## src/rtl/clk_gen_pkg.sv

```systemverilog
// clk_gen_pkg: shared modes, default widths and board timing constants for the timebase
package clk_gen_pkg;
  typedef enum logic {MODE_SQUARE = 1'b0, MODE_PULSE = 1'b1} mode_e;
  localparam int DEF_CNT_W = 28;
  localparam int unsigned MASTER_HZ = 100_000_000;
  localparam int unsigned FAST_DIV = 100000;
  localparam int unsigned BLINK_DIV = 40000000;
endpackage

```

## src/rtl/clk_div_channel.sv

```systemverilog
// clk_div_channel: one programmable divider slice producing a wrap tick and square/pulse output
module clk_div_channel
  import clk_gen_pkg::*;
#(
  parameter int CNT_W = DEF_CNT_W,
  parameter logic [CNT_W-1:0] INIT_DIV = '0
) (
  input  logic             master_clk,
  input  logic             rst,
  input  logic             en_i,
  input  logic             clr_i,
  input  logic             load_i,
  input  logic [CNT_W-1:0] ld_div_i,
  input  mode_e            ld_mode_i,
  output logic             tick_o,
  output logic             out_o
);
  logic [CNT_W-1:0] cnt_q, cnt_d, div_q, div_d;
  mode_e mode_q, mode_d;
  logic lvl_q, lvl_d, tick_q, tick_d;
  logic run, wrap, restart;
  assign run = en_i && div_q != '0;
  assign wrap = run && cnt_q == div_q - CNT_W'(1);
  assign restart = load_i || clr_i;
  always_comb begin
    cnt_d = restart ? '0 : run ? (wrap ? '0 : cnt_q + CNT_W'(1)) : cnt_q;
    div_d = load_i ? ld_div_i : div_q;
    mode_d = load_i ? ld_mode_i : mode_q;
    lvl_d = restart ? 1'b0 : lvl_q ^ wrap;
    tick_d = !restart && wrap;
  end
  always_ff @(posedge master_clk) begin
    if (rst) begin
      cnt_q <= '0;
      div_q <= INIT_DIV;
      mode_q <= MODE_SQUARE;
      lvl_q <= 1'b0;
      tick_q <= 1'b0;
    end else begin
      cnt_q <= cnt_d;
      div_q <= div_d;
      mode_q <= mode_d;
      lvl_q <= lvl_d;
      tick_q <= tick_d;
    end
  end
  assign tick_o = tick_q;
  assign out_o = mode_q == MODE_PULSE ? tick_q : lvl_q;
endmodule

```

## src/rtl/clock_enable_bank.sv

```systemverilog
// clock_enable_bank: runtime-programmable multi-channel tick generator with pixel enable
module clock_enable_bank
  import clk_gen_pkg::*;
#(
  parameter int NUM_CH = 4,
  parameter int CNT_W = DEF_CNT_W,
  parameter logic [NUM_CH*CNT_W-1:0] DIV_INIT = {CNT_W'(BLINK_DIV), CNT_W'(BLINK_DIV), CNT_W'(FAST_DIV), CNT_W'(FAST_DIV)},
  parameter int PIX_DIV = 4,
  localparam int CH_W = NUM_CH > 1 ? $clog2(NUM_CH) : 1
) (
  input  logic              master_clk,
  input  logic              rst,
  input  logic              en_in,
  input  logic [NUM_CH-1:0] sync_clr,
  input  logic              cfg_valid,
  output logic              cfg_ready,
  input  logic [CH_W-1:0]   cfg_ch,
  input  logic [CNT_W-1:0]  cfg_div,
  input  logic              cfg_mode,
  output logic [NUM_CH-1:0] tick,
  output logic [NUM_CH-1:0] out,
  output logic              pix_tick
);
  localparam int PIX_W = $clog2(PIX_DIV);
  logic cfg_ready_q, pix_tick_q, accept;
  logic [PIX_W-1:0] pix_cnt_q;
  assign accept = cfg_valid && cfg_ready_q;
  // ready drops for exactly one cycle after each accept
  always_ff @(posedge master_clk) begin
    if (rst) begin
      cfg_ready_q <= 1'b1;
      pix_cnt_q <= '0;
      pix_tick_q <= 1'b0;
    end else begin
      cfg_ready_q <= !accept;
      pix_cnt_q <= pix_cnt_q + PIX_W'(1);
      pix_tick_q <= pix_cnt_q == PIX_W'(PIX_DIV - 1);
    end
  end
  assign cfg_ready = cfg_ready_q;
  assign pix_tick = pix_tick_q;
  for (genvar g = 0; g < NUM_CH; g++) begin : g_ch
    clk_div_channel #(
      .CNT_W(CNT_W),
      .INIT_DIV(DIV_INIT[g*CNT_W +: CNT_W])
    ) u_ch (
      .master_clk(master_clk),
      .rst(rst),
      .en_i(en_in),
      .clr_i(sync_clr[g]),
      .load_i(accept && cfg_ch == CH_W'(g)),
      .ld_div_i(cfg_div),
      .ld_mode_i(mode_e'(cfg_mode)),
      .tick_o(tick[g]),
      .out_o(out[g])
    );
  end
endmodule
```

## config.mk

```make
export PLATFORM = sky130hd
export DESIGN_NAME = clock_enable_bank
export DESIGN_NICKNAME = d
export VERILOG_FILES = /design/src/rtl/clk_gen_pkg.sv /design/src/rtl/clk_div_channel.sv /design/src/rtl/clock_enable_bank.sv
export SDC_FILE = /design/constraint.sdc
export NUM_CORES = 1
export LEC_CHECK = 0
export BUFFER_PORTS_ARGS = -buffer_cell sky130_fd_sc_hd__buf_2
export CAP_MARGIN = 20
export CORE_MARGIN = 1.5
export CORE_UTILIZATION = 50
export DETAILED_ROUTE_END_ITERATION = 8
export PLACE_DENSITY = 0.74
export SLEW_MARGIN = 0
export SYNTH_ARGS = -nofsm -noshare
export SYNTH_HDL_FRONTEND = slang
export SYNTH_SLANG_ARGS = --single-unit
```

## constraint.sdc

```tcl
create_clock -name master_clk -period 4.67 [get_ports master_clk]
set_clock_uncertainty 0.05 [all_clocks]
set_input_delay 0.934 -clock master_clk [delete_from_list [all_inputs] [get_ports master_clk]]
set_output_delay 0.934 -clock master_clk [all_outputs]
set_load 0.01 [all_outputs]
```

==> results.md <==
* Outcome: complete, no violations
* Leakage at ~5 nW
* Die area at 0.0283 mm^2
* # rows at 60
* Max Cap Violations at 0
* Worst r2r src: g_ch[2].u_ch.div_q[0]$_SDFFE_PP0P_
* Register bit count reported by yosys at between 200 and 250
* Synthesized instance count at approximately 1700
* CTS buffer count at 27
* Count of cell types in the netlist at 78
* Final setup TNS at 0 ns
* First-pass GRT wire length at around 59000 um
* Fill count at 2555
* Layout cells sized above 1 at 0.0796
* R2R depth at 10
* Largest family of logic cells by synthesized area: simple AND/OR/NAND/NOR gates
* Die H at 168 um
* Worst slew margin at 0.259
* Detail Route Antenna Nets at 0
* Hold path endpoint: pix_cnt_q[0]$_SDFF_PP0_
* Cell family with most CP delay: simple AND/OR/NAND/NOR gates
* Tmin final at roughly 3.7 ns
* Area Overhead vs Synth at 8.10%
* Fin. Hold Viols at 0
* Largest net degree at the start of global routing at 67
* Die width at between 150 and 200 um
* Primary FF master, synth: dfxtp_1
* RSZ-0062 raised after global routing: false
* Post-synthesis xor/xnor area fraction at 0.161
* Synth Area in Simple Gates at 0.325
* Ys Warns at 0
* Hold Path Depth at 1
* Hold Startpoint: pix_cnt_q[0]$_SDFF_PP0_
* Slowest-stage cell, CP: nor3b_1
* IO Port Bufs at 48
* Critical Path Fanout Max at 26
* CP endpoint kind: register
* Post-synth ARST share at 0
* Via count at roughly 12000
* Grt ovf at 0
* Routed wire length at around 36000 um
* Post-layout nets at ~1800
* Period Utilization, post-route at 0.796
* Cell-by-cell trace of the critical path: inv_1 -> ha_1 -> nor3b_1 -> nand2_1 -> nor4b_1 -> o32ai_1 -> nor4_2 -> nand4_2 -> nand2b_1 -> nor2_1
* Arr. time, crit path at roughly 4.1 ns
* Clock Latency Late Sink at 0.53 ns
* H-Tree Depth at 1
* Cts-stage hold buffer count at 0
* Core ar. at approximately 0.027 mm^2
* Root Driver: clkbuf_16
* Ant diodes at 0
* Clk buf depth at 3
* Adder-Cell Fraction of Synth Area at 0.0119
* Worst-margin pin slew at 1.11 ns
* Final setup vio count at 0
* Initial core utilization at 0.507
* Fin. max-slew vios at 0
* Post-synthesis cell area at between 0.01 and 0.015 mm^2
* Vias/cell at about 5.8
* Number of setup buffers added after CTS at 0
* Initial antenna violation count at 0
* Resized cells post-CTS at 0
* Clk sinks at between 200 and 250
* Worst Setup Start Kind: register
* Wire per inst at approximately 18 um
* Type of the tightest min-delay check: reg -> reg
* CP Buf/Inv Count at 1
* VDD IR max at between 200 and 300 uV
* Mux cell area share after synthesis at 0.00863
* Cells after DPL at 2030
* CTS tree: yes
* Reg2reg setup slack at 0.95 ns
* Initial DRC count at slightly below 1000
* Hpwl dp at around 27000 um
* Peak Freq at 269 MHz
* Compound-Gate Fraction of Synth Area at 0.0986
* Clk slew on worst S/H paths at about 0.060 ns
* Synthesized Nets at around 1800
* Post-synthesis sequential area ratio at 0.352
* Power Density at between 300 and 400 mW/mm^2
* CP peak stage delay at ~0.8 ns
* Vias in the first global route at about 11000
* Finished Layout Cells at about 2100
* Post-synth EDFFs at 0
* R2R Path End: g_ch[2].u_ch.cnt_q[14]$_SDFFE_PP0P_
* Syn avg cell area at 7.90 um^2
* 1st-pass router iterations at 5
* Crit path required time at 5.00 ns
* GR Util All Layers at 0.256
* # DRC at 0
* # IOs at just under 50
* Critical path type: reg -> reg
* Routability cong. at about 0.96
layout by cell type (no fill, tap or decap), types with 6 or more instances in the layout:
cell and instances:
nor2_1 187, xnor2_1 135, nor2b_1 12, ha_1 13, o21ai_0 17, nand2_1 307, nand2b_1 14, nand3b_1 32
and2_1 6, nand3_1 57, or4_1 23, nand4_1 37, buf_4 11, a31oi_1 6, inv_1 25, and3_1 21
xor2_1 116, nor3b_1 11, clkbuf_16 27, o31ai_1 8, mux2_2 6, clkbuf_1 8, or2_2 7, nor4_1 45
clkbuf_8 7, nor4b_1 11, or3_1 21, dfxtp_1 240, and4_1 19, buf_2 47, a21oi_1 105, o2111ai_1 10
nor3_1 42
power breakdown:
part / switching (W) / internal [W] / total [W]
Combinational: 0.000254 / 0.000153 / 0.000407
Sequential: 0.0000644 / 0.00209 / 0.00215
Clock: 0.000823 / 0.00116 / 0.00199
Total: 0.00114 / 0.00341 / 0.00455
worst max path at each step:
stage / start / end / slack (ns) / depth (start not counted)
after CTS: g_ch[2].u_ch.div_q[0]$_SDFFE_PP0P_ / g_ch[2].u_ch.cnt_q[14]$_SDFFE_PP0P_ / 1.0 / 10
after global routing: g_ch[2].u_ch.div_q[0]$_SDFFE_PP0P_ / g_ch[2].u_ch.cnt_q[8]$_SDFFE_PP0P_ / 0.49 / 10
final: g_ch[2].u_ch.div_q[0]$_SDFFE_PP0P_ / g_ch[2].u_ch.cnt_q[14]$_SDFFE_PP0P_ / 0.95 / 10
after floorplan: en_in / g_ch[0].u_ch.cnt_q[18]$_SDFFE_PP0P_ / 1.39 / 9
after detailed placement: g_ch[2].u_ch.div_q[0]$_SDFFE_PP0P_ / g_ch[2].u_ch.cnt_q[26]$_SDFFE_PP0P_ / 1.03 / 10
after global placement: g_ch[1].u_ch.div_q[0]$_SDFFE_PP0P_ / g_ch[1].u_ch.cnt_q[18]$_SDFFE_PP0P_ / 1.11 / 10
final cells by class:
cell class / instances / area, um^2 / area share
Multi-Input combinational cell: 1366 / 8270 / 0.561
Sequential cell: 240 / 4800 / 0.326
Clock buffer: 42 / 802 / 0.0544
Tap cell: 341 / 427 / 0.0289
Timing Repair Buffer: 58 / 318 / 0.0216
Inverter: 25 / 93.8 / 0.00637
Clock inverter: 3 / 21.3 / 0.00144
worst register-to-register path, delay by kind of cell (launching register included):
family	cells	cell delay (ns)
adders and majority gates	1	0.24
and+or+nand+nor	7	2.68
buffers and inverters	1	0.10
AOI/OAI and AO/OA	1	0.14
DFF	1	0.36
per-layer routing:
metal | vias up | share of wire | track usage
met5 | - | 0 | 0
met4 | 0 | 0.033 | 0.0823
met3 | 67 | 0.070 | 0.0378
met2 | 371 | 0.46 | 0.431
met1 | 5744 | 0.44 | 0.338
li1 | 5951 | - | -
cell usage after synthesis, drive strengths merged, types with 7 or more instances:
library cell	number	area, um^2
a21oi	105	526
nand2	308	1160
and4	19	166
nor2	189	709
nor3b	11	82.6
nor4b	13	126
o2111ai	11	103
nor2b	12	75.1
and3	21	131
nand3b	32	240
xnor2	135	1180
or4	26	206
nand4	38	244
clkbuf	70	263
and2	7	43.8
xor2	116	1020
o31ai	8	60.1
o21ai	17	85.1
nand3	57	285
nor3	44	220
or3	22	143
nand2b	15	96.3
or2	7	43.8
buf	25	215
dfxtp	240	4800
ha	13	163
nor4	49	332
inv	25	93.8
through the flow:
step / worst slack (ns) / cell area (um^2) / hold WS (ns) / util / total power (W)
floorplan: 1.39 / 13600 / 0.340 / - / 0.00247
global placement: 1.11 / 13900 / 0.353 / 0.518 / 0.00259
detailed placement: 1.03 / 13900 / 0.361 / 0.518 / 0.00259
CTS: 1.00 / 14700 / 0.369 / 0.548 / 0.00458
global route: 0.485 / 14700 / 0.400 / 0.548 / 0.00472
finish: 0.954 / 14700 / 0.366 / 0.548 / 0.00455
flip-flops by register name (all words and copies together), names as in the netlist:
register,flops
g_ch.u_ch.lvl_q,4
g_ch.u_ch.mode_q,4
g_ch.u_ch.tick_o,4
pix_cnt_q,2
cfg_ready,1
g_ch.u_ch.div_q,112
g_ch.u_ch.cnt_q,112
pix_tick,1
cell families (layout without fill, tap and decap cells):
kind of cell               count (synthesis)  in the layout
AOI/OAI and AO/OA                        209            209
xor gates and xnor gates                 251            251
adders and majority gates                 13             13
buffers and inverters                    120            128
DFF                                      240            240
muxes                                     11             11
and+or+nand+nor                          882            882
Power figures use the tool's default switching activity.
